--- src/rtl/rgb_pwm_sequencer.sv ---
// rtl/rgb_pwm_sequencer.sv - three-channel PWM with off/solid/blink/breathe brightness sequencing
// Optional feature macro: RGB_PWM_GAMMA_EN (squared-duty gamma curve in BREATHE mode).
module rgb_pwm_sequencer #(
    parameter int W = 8,
    parameter int N = 4
) (
    input  logic       clk,
    input  logic       reset,
    input  logic       en,
    input  logic [1:0] mode,
    input  logic [2:0] color,
    output logic       led_blue,
    output logic       led_green,
    output logic       led_red,
    output logic       period_strobe
);

    typedef enum logic [1:0] {
        MODE_OFF     = 2'b00,
        MODE_SOLID   = 2'b01,
        MODE_BLINK   = 2'b10,
        MODE_BREATHE = 2'b11
    } mode_t;

    localparam logic [W-1:0] L_MAX     = {W{1'b1}};
    localparam logic [N-1:0] L_PRE_MAX = {N{1'b1}};

    logic [W-1:0] r_pwm_cnt;
    logic [N-1:0] r_pre_cnt;
    logic [W-1:0] r_level;
    logic         r_dir;       // 0 = counting up, 1 = counting down
    mode_t        r_mode_q;
    logic [2:0]   r_color_q;

    logic         w_boundary;
    logic         w_mode_chg;
    logic         w_step;
    logic [W-1:0] w_level_nxt;
    logic         w_dir_nxt;
    logic [W-1:0] w_duty;
    logic         w_on;

    // Last clock of a PWM period; shadow registers and the prescaler move only here.
    assign w_boundary = en && (r_pwm_cnt == L_MAX);
    assign w_mode_chg = w_boundary && (mode_t'(mode) != r_mode_q);
    // A step coinciding with a mode change is dropped so the new mode starts clean.
    assign w_step     = w_boundary && (r_pre_cnt == L_PRE_MAX) && !w_mode_chg;

`ifdef RGB_PWM_GAMMA_EN
    logic [W-1:0] w_gamma;
    assign w_gamma = W'(({{W{1'b0}}, r_level} * {{W{1'b0}}, r_level}) >> W);
    assign w_duty  = (r_mode_q == MODE_BREATHE) ? w_gamma : r_level;
`else
    assign w_duty  = r_level;
`endif

    assign w_on = (r_pwm_cnt < w_duty);

    // Level machine next state: OFF/SOLID hold their fixed level, BLINK/BREATHE move on steps.
    always_comb begin
        w_level_nxt = r_level;
        w_dir_nxt   = r_dir;
        if (w_mode_chg) begin
            w_level_nxt = '0;
            w_dir_nxt   = 1'b0;
        end else begin
            case (r_mode_q)
                MODE_OFF: begin
                    w_level_nxt = '0;
                end
                MODE_SOLID: begin
                    w_level_nxt = L_MAX;
                end
                MODE_BLINK: begin
                    if (w_step) begin
                        w_level_nxt = (r_level == '0) ? L_MAX : '0;
                    end
                end
                MODE_BREATHE: begin
                    if (w_step) begin
                        if (!r_dir) begin
                            if (r_level == L_MAX) begin
                                w_dir_nxt   = 1'b1;
                                w_level_nxt = L_MAX - 1'b1;
                            end else begin
                                w_level_nxt = r_level + 1'b1;
                            end
                        end else begin
                            if (r_level == '0) begin
                                w_dir_nxt   = 1'b0;
                                w_level_nxt = {{(W-1){1'b0}}, 1'b1};
                            end else begin
                                w_level_nxt = r_level - 1'b1;
                            end
                        end
                    end
                end
                default: begin
                    w_level_nxt = '0;
                end
            endcase
        end
    end

    // PWM and prescaler counters plus boundary-sampled shadow registers.
    always_ff @(posedge clk or posedge reset) begin
        if (reset) begin
            r_pwm_cnt <= '0;
            r_pre_cnt <= '0;
            r_mode_q  <= MODE_OFF;
            r_color_q <= 3'b000;
        end else if (en) begin
            r_pwm_cnt <= r_pwm_cnt + 1'b1;
            if (w_boundary) begin
                r_mode_q  <= mode_t'(mode);
                r_color_q <= color;
                if (w_mode_chg) begin
                    r_pre_cnt <= '0;
                end else begin
                    r_pre_cnt <= r_pre_cnt + 1'b1;
                end
            end
        end
    end

    // Level and direction state register.
    always_ff @(posedge clk or posedge reset) begin
        if (reset) begin
            r_level <= '0;
            r_dir   <= 1'b0;
        end else begin
            r_level <= w_level_nxt;
            r_dir   <= w_dir_nxt;
        end
    end

    // Registered pad drivers and the end-of-period strobe.
    always_ff @(posedge clk or posedge reset) begin
        if (reset) begin
            led_blue      <= 1'b0;
            led_green     <= 1'b0;
            led_red       <= 1'b0;
            period_strobe <= 1'b0;
        end else begin
            led_blue      <= en & r_color_q[0] & w_on;
            led_green     <= en & r_color_q[1] & w_on;
            led_red       <= en & r_color_q[2] & w_on;
            period_strobe <= w_boundary;
        end
    end

endmodule

--- config.mk ---
export PLATFORM = sky130hd
export DESIGN_NAME = rgb_pwm_sequencer
export DESIGN_NICKNAME = d
export VERILOG_FILES = /design/src/rtl/rgb_pwm_sequencer.sv
export SDC_FILE = /design/constraint.sdc
export NUM_CORES = 1
export LEC_CHECK = 0
export BUFFER_PORTS_ARGS = -buffer_cell sky130_fd_sc_hd__buf_2
export CAP_MARGIN = 30
export CELL_PAD_IN_SITES_DETAIL_PLACEMENT = 1
export CELL_PAD_IN_SITES_GLOBAL_PLACEMENT = 2
export CORE_ASPECT_RATIO = 1.2
export CORE_MARGIN = 5
export CORE_UTILIZATION = 34
export DETAILED_ROUTE_END_ITERATION = 7
export PLACE_DENSITY = 0.78
export SLEW_MARGIN = 20
export SYNTH_ARGS = -nofsm -noshare
export SYNTH_HDL_FRONTEND = slang
export SYNTH_SLANG_ARGS = --single-unit
--- constraint.sdc ---
create_clock -name clk -period 2.1 [get_ports clk]
set_clock_uncertainty 0.2 [all_clocks]
set_input_delay 0.21 -clock clk [delete_from_list [all_inputs] [get_ports clk]]
set_output_delay 0.21 -clock clk [all_outputs]
set_load 0.02 [all_outputs]
=== Yosys cells after proc, flatten, opt, wreduce, memory -nomap -nowiden ===
Cells that the tools add are included.

* Add/sub/neg operators: 4
* Magnitude comparators: 1
* Eq/ne operators: 9
* Mux-type cells: 15
* Bitwise gates (word level): 6
* Reductions and logical operators: 12

{| class="wikitable"
|+ Operator list
! operator !! count
|-
| $mux W8 || 7
|-
| $pmux W8 S4 || 1
|-
| $add A8 B1 Y8 const B || 2
|-
| $eq A8 B8 Y1 const B || 2
|-
| $logic_not A8 Y1 || 1
|-
| $lt A8 B8 Y1 || 1
|-
| $sub A8 B1 Y8 const B || 1
|-
| $and A1 B1 Y1 || 6
|-
| $mux W1 || 6
|-
| $ne A3 B3 Y1 const B || 2
|-
| $reduce_and A2 Y1 || 3
|-
| $add A4 B1 Y4 const B || 1
|-
| $eq A2 B2 Y1 const B || 2
|-
| $eq A4 B4 Y1 const B || 1
|-
| $logic_and A1 B1 Y1 || 4
|-
| $mux W4 || 1
|-
| $reduce_bool A2 Y1 || 2
|-
| $eq A2 B1 Y1 const B || 1
|-
| $logic_not A2 Y1 || 1
|-
| $ne A2 B2 Y1 || 1
|-
| $logic_not A1 Y1 || 1
|}

* Bits in registers: 30
* Input bits: 8
* Output and inout port bits: 4
* Logic and storage cells: 57

=== Logic depth before layout (Yosys ltp) ===
Gate-level depths: netlist of run 1.

* Depth after elaboration: 8
* Depth in mapped cells: 8
* Gate-level depth less buffers: 7

=== Least setup slack after synthesis of run 1 ===
No wires, ideal clock.

* Kind: register to register
* Start point: register r_level[0]
* End point: register r_dir
* Library setup time: 0.095 ns
* Arrival: 1.819 ns
* Required time: 1.805 ns
* Setup slack: -0.014 ns
* Cell stages (with the launch flop): 6
* Buffers on the path: 0
* Period minus slack after synthesis: 2.114 ns
* Cells stage by stage: dfrtp_1 -> ha_1 -> nand3_1 -> or4_1 -> or3_1 -> o31ai_1

* Cells in the longest elaborated chain, start to end: 6
* Elaborated cells between the ends (all ways): 8
* Classes of those cells: eq/ne (1); mux (6); reduce/logical (1)

{| class="wikitable"
|+ Ends and longest elaborated chain
! item !! RTL line !! RTL
|-
| start, declared || 30 || <nowiki>logic [W-1:0] r_level;</nowiki>
|-
| start signal, assigned || 132 || <nowiki>r_level <= w_level_nxt;</nowiki>
|-
| $eq A8 B8 Y1 or $logic_not A8 Y1 (tied branches) || 82, 89 ||
|-
| $mux W1 (on tied branches) || 82, 89 ||
|-
| $mux W1 (*) || 81 || <nowiki>if (!r_dir) begin</nowiki>
|-
| $mux W1 (*) || 80 || <nowiki>if (w_step) begin</nowiki>
|-
| $mux W1 (*) || 67 || <nowiki>case (r_mode_q)</nowiki>
|-
| $mux W1 (*) || 63 || <nowiki>if (w_mode_chg) begin</nowiki>
|-
| end signal, assigned || 133 || <nowiki>r_dir <= w_dir_nxt;</nowiki>
|-
| end, declared || 31 || <nowiki>logic r_dir;</nowiki>
|}

Mark *: on every way between the ends. The rest lies on a longest branch, timed or not. The select of a mux whose other input is x is not followed.
A chain may end at the register's enable or synchronous reset.

=== Final worst setup path of run 1 ===
* Start point: register r_level[2]
* End point: register r_level[7]

* Cells in the longest elaborated chain, start to end: 6
* Elaborated cells between the ends (all ways): 12
* Classes of those cells: add/sub (2); eq/ne (1); mux (8); reduce/logical (1)

{| class="wikitable"
|+ Ends and longest elaborated chain
! item !! RTL line !! RTL
|-
| $add A8 B1 Y8, or another cell as far along || 86 || <nowiki>w_level_nxt = r_level + 1'b1;</nowiki>
|-
| $mux W8 (on tied branches) || 82, 89 ||
|-
| $mux W8 || 81 ||
|-
| $mux W8 || 80 ||
|-
| $pmux W8 S4 (*) || 67 ||
|-
| $mux W8 (*) || 63 ||
|}

Marks and branches as above.

==> impl_metrics.toml, run 1 <==
[setup_path]
cp_cell_sequence = "or4_4 -> or4_1 -> o211ai_1 -> a21oi_1 -> o21ai_1"
crit_buf_inv = 0
crit_path_max_incr_delay_ps = 550
crit_arrival_ps = 2070
critical_path_class = "flop to flop"
cp-start-kind = "flop"
r2r_slack_ps = 40
cp_top_family = "simple AND/OR/NAND/NOR gates"
crit_required_ps = 2110
critPathCaptureType = "flop"
cp_max_fo = 3
cp_slowest_cell = "or4_4"

[pwr]
power_mw = 1.71
power_switching_mw = 0.527
p_per_area_nw_per_um2 = 661
pwr-share-comb_pct = 31.6
p_int_mw = 1.19
ir_worst_vdd_mv = 0.623
netSwitchingFraction_pct = 30.8
clockPowerShare_pct = 28.6
p_seq_share_pct = 39.7
leakagePower_nw = 1.22

[sta]
maxSlewHeadroom_pct = 66.3
timing.final.crit_share_pct = 98.2
setup_tns_ps = 0
drv_slew = 0
hold_viol = 0
setup_ws_ps = 37.2
period_needed_ps = 2060
worst_pin_slew_ps = 502
finalSetupViolations = 0
fmax_ghz = 0.485
rsz0062_at_grt = "yes"

[routing]
routed_wl_um = 6050
dr.pass1.iters = 4
antenna_left = 0
drc = 0
vias_per_cell = 5.45
wire_per_inst_um = 17.6
drt_iter0_drc = 93
vias = 1869

[floorplanning]
io_pins = 12
num_rows = 30
initial_core_util_pct = 34.6
dieArea_sq_um = 7350
core_area_sq_um = 5630
die_y_um = 92.9
die_x_um = 79.1

[placement]
dp.cells = 329
portBuffers = 11
dp_hpwl_um = 4480
pre_cts_ws_ps = -244
gp_congestion = 0.822
placed_area_sq_um = 2360

[synth]
postSynthNetCount = 242
synthesis.area_sq_um = 1950
synth-seq-cells = 30
yosys_warnings = 0
synthesis.instances = 222
ys_types = 55
synth_edf_count = 0
ys_seq_area_share_pct = 38.5
synthArstFlopShare_pct = 100
avgSynthCellArea_sq_um = 8.78
ys.flop_type = "dfrtp_1"

[status]
outcome = "finished, final reports clean"

[final_layout]
multi_input_area_sq_um = 1180
drive_gt1_share_pct = 29.0
final_common_cell = "buf_4"
nets = 298
fill_cells = 676
stdcell_count = 343
area_growth_syn_to_layout_pct = 33.1
antenna_cells = 0
seqCellArea_sq_um = 751
layout_common_cells = "43 x buf_4, 36 x nand2_1, 30 x dfrtp_1"
fin_area_sq_um = 2590

[grt]
antenna_found_initial = 0
grt_start_max_net_pins = 31
grt_pass1_vias = 2049
grtUsageTotal_pct = 17.3
grt_pass1_wl_um = 10000
overflow = 0

[clocking]
cts_buffers = 5
post-cts-setup-buffers = 0
clock_latency_ps = 280
cts_max_path_buffers = 2
htreeDepth = 2
clk_pin_slew_ps = 70
cts_tree = "yes"
cts_sinks = 30
cts_root_buf = "clkbuf_8"

[min_path]
hold_class = "primary input to flop"

[job]
max_cap_viol_count = 0
[kinds of logic after synthesis]
| logic type | count (synthesis) | share of synthesized area [%] |
|---|---|---|
| buf+inv | 24 | 5.46 |
| xor+xnor | 12 | 5.39 |
| simple gates | 91 | 24.1 |
| mux | 4 | 2.12 |
| compound gates | 49 | 16.8 |
| flops | 30 | 38.5 |
| fa+ha+maj | 12 | 7.70 |
[Yosys cell counts, types with 3 or more instances]
cell	instances	area [sq um]
xor2_1	3	26.3
o21ai_1	3	15.0
o21ai_0	9	45.0
dfrtp_1	30	751
and3_1	3	18.8
nand3_1	6	30.0
nor3_1	7	35.0
nand2_1	36	135
xnor2_1	9	78.8
nor2_1	9	33.8
inv_1	11	41.3
a31oi_1	4	25.0
clkbuf_1	4	15.0
ha_1	12	150
buf_2	4	20.0
mux2i_1	3	30.0
a21oi_1	10	50.1
nand4_1	9	56.3
a211oi_1	3	22.5
[registers in the layout, indices dropped and copies added, names as in the netlist, 2 cells and up]
signal	count
r_color_q	3
r_mode_q	2
r_level	8
r_pre_cnt	4
r_pwm_cnt	8
[worst register-to-register path, delay by kind of cell (launching register included)]
family             cells  cell delay [ps]
AOI/OAI and AO/OA      3              390
DFF                    1              380
and+or+nand+nor        2             1030
[layout make-up]
class | count | share of cell area [%]
Tap cell | 64 | 3.09
Timing Repair Buffer | 61 | 17.3
Clock buffer | 7 | 3.33
Clock inverter | 1 | 0.193
Multi-Input combinational cell | 168 | 45.4
Sequential cell | 30 | 28.9
Inverter | 12 | 1.74
[worst paths after layout]
kind	from	endpoint	cells past startpoint
max	r_level[2]	r_level[7]	5
min	en	r_pwm_cnt[0]	3
max reg2reg	r_level[2]	r_level[7]	5
min reg2reg	r_color_q[0]	r_color_q[0]	2
max in group asynchronous	reset	r_dir	4
min in group asynchronous	reset	r_pwm_cnt[3]	4
[what timing repair did]
| item | 4_1_cts | 5_1_grt |
|---|---|---|
| endpoints found under the hold margin | 35 | 0 |
| endpoints found under the setup margin | 9 | 9 |
| pin swaps | 1 | 7 |
| hold buffers | 6 | 0 |
| resized for setup | 7 | 14 |
[power groups by stage]
stage	Sequential [mW]	Clock, mW	Combinational, mW
after floorplan	0.722	0	0.241
after global placement	0.687	0	0.510
after detailed placement	0.693	0	0.535
after CTS	0.682	0.504	0.547
after global routing	0.686	0.529	0.618
final	0.681	0.491	0.542
[stage by stage]
stage / hold slack [ps] / utilization, %
after floorplan: 101 / -
after global placement: 114 / 41.9
after CTS: 78.6 / 45.1
after detailed placement: 115 / 41.9
final: 78.9 / 46.1
after global routing: 97.8 / 46.1
[metal layers]
layer / part of all wire, % / wire (um) / vias to the layer above / track usage [%]
met5: 0 / 0 / - / 0
met4: 1.4 / 85 / 0 / 4.73
met3: 1.4 / 87 / 6 / 2.33
met2: 52 / 3140 / 19 / 31.8
met1: 45 / 2740 / 928 / 20.8
li1: - / - / 916 / -
No activity file was read; power rests on OpenSTA's default activity.
==> run 2: changes to the inputs <==
--- a/config.mk
+++ b/config.mk
@@ -11,9 +11,10 @@
 export CELL_PAD_IN_SITES_GLOBAL_PLACEMENT = 2
 export CORE_ASPECT_RATIO = 1.2
 export CORE_MARGIN = 5
-export CORE_UTILIZATION = 34
+export CORE_UTILIZATION = 30
 export DETAILED_ROUTE_END_ITERATION = 7
-export PLACE_DENSITY = 0.78
+export GPL_TIMING_DRIVEN = 1
+export PLACE_DENSITY = 0.71
 export SLEW_MARGIN = 20
 export SYNTH_ARGS = -nofsm -noshare
 export SYNTH_HDL_FRONTEND = slang
==> run 2 against run 1 <==
Combinational power grew 4.6%. Non-clock buffer count decreased by 5. Setup slack got worse by 15 ps. Cell count is 4.7% higher. Sequential share of layout area up 0.13 points. Total power grew 2.4%. Sequential cell count is the same. Clock power rose by 2%. Fmax is 0.70% lower. Global-route usage decreased by 2.2 points. Register-to-register slack about the same. Clock-buffer cell count unchanged.
==> impl_metrics.toml, run 2 (synthesis gave the netlist of run 1 again) <==
[final_layout]
antenna_cells = 0
area_growth_syn_to_layout_pct = 32.5
top_regs = "r_level x8, r_pwm_cnt x8, r_pre_cnt x4"
final_common_cell = "buf_4"
nets = 293
drive_gt1_share_pct = 28.1
layout_common_cells = "39 x buf_4, 36 x nand2_1, 30 x dfrtp_1"

[routing]
vias_per_cell = 5.20
dr.pass1.iters = 4
drc = 0
routed_wl_um = 5910
wire_per_inst_um = 16.5
drt_iter0_drc = 99
antenna_left = 0
vias = 1866

[pwr]
p_int_mw = 1.21
clockPowerShare_pct = 28.5
leakagePower_nw = 1.18
pwr-share-comb_pct = 32.3
p_per_area_nw_per_um2 = 680
p_seq_share_pct = 39.1
power_switching_mw = 0.541
ir_worst_vdd_mv = 0.591
netSwitchingFraction_pct = 30.8

[setup_path]
critical_path_class = "flop to flop"
crit_arrival_ps = 2090
crit_buf_inv = 0
crit_required_ps = 2120
cp_slowest_cell = "or4_4"
cp_top_family = "simple AND/OR/NAND/NOR gates"
cp_max_fo = 4
cp-start-kind = "flop"
critPathCaptureType = "flop"
crit_path_max_incr_delay_ps = 580
cp_cell_sequence = "or4_4 -> or4_1 -> o211ai_1 -> a21oi_1 -> o21ai_1"

[clocking]
cts_buffers = 5
cts_sinks = 30
cts_tree = "yes"
clock_latency_ps = 290
clk_pin_slew_ps = 70
htreeDepth = 2
cts_max_path_buffers = 2
cts_root_buf = "clkbuf_8"

[grt]
grtUsageTotal_pct = 15.1
grt_pass1_vias = 1952
grt_start_max_net_pins = 31
overflow = 0
grt_pass1_wl_um = 9940
antenna_found_initial = 0

[placement]
dp_hpwl_um = 4400
portBuffers = 11
gp_congestion = 0.774

[sta]
finalSetupViolations = 0
whs_ps = 23.1
fmax_ghz = 0.481
rsz0062_at_grt = "yes"
period_needed_ps = 2080
timing.final.crit_share_pct = 98.9
setup_tns_ps = 0
worst_pin_slew_ps = 464
maxSlewHeadroom_pct = 68.8
hold_viol = 0
drv_slew = 0

[floorplanning]
die_x_um = 83.6
num_rows = 32
dieArea_sq_um = 8220
core_area_sq_um = 6370
io_pins = 12
die_y_um = 98.3
initial_core_util_pct = 30.6

[status]
outcome = "finished, final reports clean"

[min_path]
hold_class = "primary input to flop"

[job]
max_cap_viol_count = 0
## run 2: final cells by class
class,instances,area [sq um]
Clock buffer,7,86.3
Clock inverter,1,5.00
Fill cell,758,3780
Inverter,12,45.0
Multi-Input combinational cell,168,1180
Sequential cell,30,751
Tap cell,85,106
Timing Repair Buffer,56,408
## run 2: power by group through the flow
stage | clock network, mW | registers (mW) | logic (mW)
2_1_floorplan | 0 | 0.722 | 0.241
3_3_place_gp | 0 | 0.689 | 0.517
3_5_place_dp | 0 | 0.695 | 0.533
4_1_cts | 0.515 | 0.685 | 0.547
5_1_grt | 0.548 | 0.692 | 0.633
6_report | 0.501 | 0.687 | 0.567
## run 2: path summary, 6_finish.rpt
kind                            slack, ps  depth (start not counted)          from           end
worst min-delay path                   20                          2            en  r_pwm_cnt[0]
min in group asynchronous             350                          4         reset  r_color_q[0]
worst max register to register         20                          5    r_level[4]    r_level[7]
worst min register to register        280                          2  r_color_q[2]  r_color_q[2]
worst max-delay path                   20                          5    r_level[4]    r_level[7]
max in group asynchronous            1060                          4         reset    r_level[5]
## run 2: worst reg2reg max path, stage by stage, from the launching register on
cell and delay, ps:
dfrtp_1 390, or4_4 580, or4_1 480, o211ai_1 170, a21oi_1 80, o21ai_1 110
## run 2: timing repair
item / 4_1_cts / 5_1_grt
hold buffers: 6 / 0
endpoints found under the hold margin: 35 / 0
setup endpoints to repair: 6 / 12
gates resized for setup: 3 / 17
buffers inserted: 0 / 3
pin swaps: 0 / 11
## run 2: per-layer routing
| layer | global-route usage (%) | vias up | routed length [um] |
|---|---|---|---|
| met4 | 6.31 | 0 | 132 |
| met5 | 0 | - | 0 |
| li1 | - | 905 | - |
| met3 | 2.95 | 10 | 140 |
| met1 | 18.0 | 921 | 2600 |
| met2 | 26.5 | 30 | 3040 |
## run 2: stage by stage
stage	cell area, sq um	worst slack, ps	utilization (%)	power, mW	cells
6_report	2580	22.6	40.6	1.76	359
5_1_grt	2580	-80.1	40.6	1.87	359
4_1_cts	2490	6.96	39.1	1.75	356
3_5_place_dp	2320	-97.1	36.5	1.23	342
3_3_place_gp	2320	-16.7	36.5	1.21	342
2_1_floorplan	1950	16.6	-	0.963	222
==> run 3: changes to the inputs <==
--- a/config.mk
+++ b/config.mk
@@ -8,13 +8,13 @@
 export BUFFER_PORTS_ARGS = -buffer_cell sky130_fd_sc_hd__buf_2
 export CAP_MARGIN = 30
 export CELL_PAD_IN_SITES_DETAIL_PLACEMENT = 1
-export CELL_PAD_IN_SITES_GLOBAL_PLACEMENT = 2
+export CELL_PAD_IN_SITES_GLOBAL_PLACEMENT = 1
 export CORE_ASPECT_RATIO = 1.2
 export CORE_MARGIN = 5
 export CORE_UTILIZATION = 30
 export DETAILED_ROUTE_END_ITERATION = 7
 export GPL_TIMING_DRIVEN = 1
-export PLACE_DENSITY = 0.71
+export PLACE_DENSITY = 0.6
 export SLEW_MARGIN = 20
 export SYNTH_ARGS = -nofsm -noshare
 export SYNTH_HDL_FRONTEND = slang
==> constraint.sdc (replaced) <==
create_clock -name clk -period 1.8 [get_ports clk]
set_clock_uncertainty 0.2 [all_clocks]
set_input_delay 0.18 -clock clk [delete_from_list [all_inputs] [get_ports clk]]
set_output_delay 0.18 -clock clk [all_outputs]
set_load 0.02 [all_outputs]
==> run 3 against run 2 <==
The flow now finishes with violations (setup timing). Largest power group unchanged. Non-clock buffer count is 23 higher. Global-route usage increased by 0.67 points. Largest cell class unchanged. Cell area increased by 14%.
==> impl_metrics.toml, run 3 (synthesis gave the netlist of run 1 again) <==
[job]
max_cap_viol_count = 0

[grt]
grt_pass1_wl_um = 10500
antenna_found_initial = 0
overflow = 0
grtUsageTotal_pct = 15.8
grt_start_max_net_pins = 31
grt_pass1_vias = 2079

[clocking]
cts_tree = "yes"
cts_max_path_buffers = 2
cts_buffers = 5
clk_pin_slew_ps = 70
clock_latency_ps = 280
cts_sinks = 30
htreeDepth = 2
cts_root_buf = "clkbuf_8"

[floorplanning]
dieArea_sq_um = 8220
num_rows = 32
die_x_um = 83.6
core_area_sq_um = 6370
initial_core_util_pct = 30.6
io_pins = 12
die_y_um = 98.3

[final_layout]
fill_cells = 721
stdcell_count = 382
nets = 316
final_common_cell = "buf_4"
area_growth_syn_to_layout_pct = 51.1
layout_common_cells = "54 x buf_4, 34 x nand2_1, 28 x dfrtp_1"
drive_gt1_share_pct = 41.1
top_regs = "r_level x8, r_pwm_cnt x8, r_pre_cnt x4"
antenna_cells = 0

[setup_path]
r2r_slack_ps = -300
path_depth = 6
critPathCaptureType = "flop"
regToRegStartpoint = "r_level[4]"
cp_max_fo = 4
rr_worst_depth = 6
crit_arrival_ps = 2060
r2r_end = "r_dir"
crit_path_max_incr_delay_ps = 550
cp-start-kind = "flop"
cp_top_family = "simple AND/OR/NAND/NOR gates"
crit_required_ps = 1760
critical_path_class = "flop to flop"
cp_cell_sequence = "or4_4 -> and2b_2 -> buf_6 -> a31oi_1 -> o21ai_1 -> o31ai_2"
cp_slowest_cell = "or4_4"
crit_buf_inv = 1

[routing]
vias_per_cell = 5.16
wire_per_inst_um = 17.0
vias = 1970
drt_iter0_drc = 115
dr.pass1.iters = 4
drc = 0
antenna_left = 0
routed_wl_um = 6490

[status]
outcome = "finished with violations"
violations = "setup timing"

[min_path]
hold_path.startpoint = "en"
hold_class = "primary input to flop"
min_to = "r_pwm_cnt[0]"
min_path_cells = 3

[sta]
drv_slew = 0
period_needed_ps = 2100
setup_ws_ps = -303
timing.final.crit_share_pct = 117
setup_tns_ps = -1640
maxSlewHeadroom_pct = 73.5
worst_pin_slew_ps = 397
finalSetupViolations = 10
fmax_ghz = 0.475
rsz0062_at_grt = "yes"
hold_viol = 0

[pwr]
leakagePower_nw = 1.31
ir_worst_vdd_mv = 0.707
power_mw = 2.20
p_per_area_nw_per_um2 = 747

[placement]
dp.cells = 361
dp_hpwl_um = 4530
gp_congestion = 0.809
portBuffers = 11
[run 3: area by class of cell]
cell class              count  area, sq um  area share, %
multi-input cells         168         1320           44.9
flip-flops and latches     30          753           25.6
repair buffers             79          611           20.7
well taps                  85          106           3.61
clock buffers               7         76.3           2.59
inverters                  12         47.5           1.61
clock inverters             1         30.0           1.02
[run 3: worst max-delay path by stage]
stage,startpoint,endpoint,slack [ps]
final,r_level[4],r_dir,-300
after global routing,r_level[4],r_dir,-330
after floorplan,r_level[3],r_level[7],-250
after global placement,r_level[0],r_level[7],-270
after detailed placement,r_level[1],r_level[2],-280
after CTS,r_level[4],r_level[7],-200
[run 3: metrics by stage]
| step | setup slack (ps) | utilization, % | instance area [sq um] | hold slack [ps] |
|---|---|---|---|---|
| final | -303 | 46.3 | 2950 | 53.2 |
| after global routing | -332 | 46.3 | 2950 | 72.2 |
| after CTS | -198 | 43.6 | 2780 | 47.3 |
| after detailed placement | -278 | 39.2 | 2490 | 87.1 |
| after global placement | -272 | 39.2 | 2490 | 78.6 |
| after floorplan | -250 | - | 1990 | 70.7 |
[run 3: routing by layer]
metal  wire length [um]  GRT usage, %  up-vias
met1               2920          19.7      989
met2               3350          27.7       22
met3                 92          1.69        9
met4                125          6.56        0
met5                  0             0        -
li1                   -             -      950
[run 3: repair_timing]
item | in CTS | in global routing
hold buffers | 6 | 0
setup buffers | 4 | 5
setup endpoints to repair | 15 | 20
pin swaps | 18 | 12
hold endpoints to repair | 35 | 0
resized for setup | 28 | 28
gates cloned | 0 | 0
[run 3: power by group]
| part | leakage (nW) | internal [mW] | switching, mW | total [mW] |
|---|---|---|---|---|
| logic | 0.851 | 0.386 | 0.357 | 0.743 |
| clock network | 0.0524 | 0.414 | 0.253 | 0.667 |
| registers | 0.404 | 0.752 | 0.0398 | 0.791 |
| total | 1.31 | 1.55 | 0.650 | 2.20 |
[run 3: worst register-to-register path, delay by kind of cell, from the launching register on]
kind                   cells  cell delay [ps]
buffers and inverters      1              130
flip-flops                 1              380
AO/OA/AOI/OAI              3              440
AND/OR/NAND/NOR            2              840
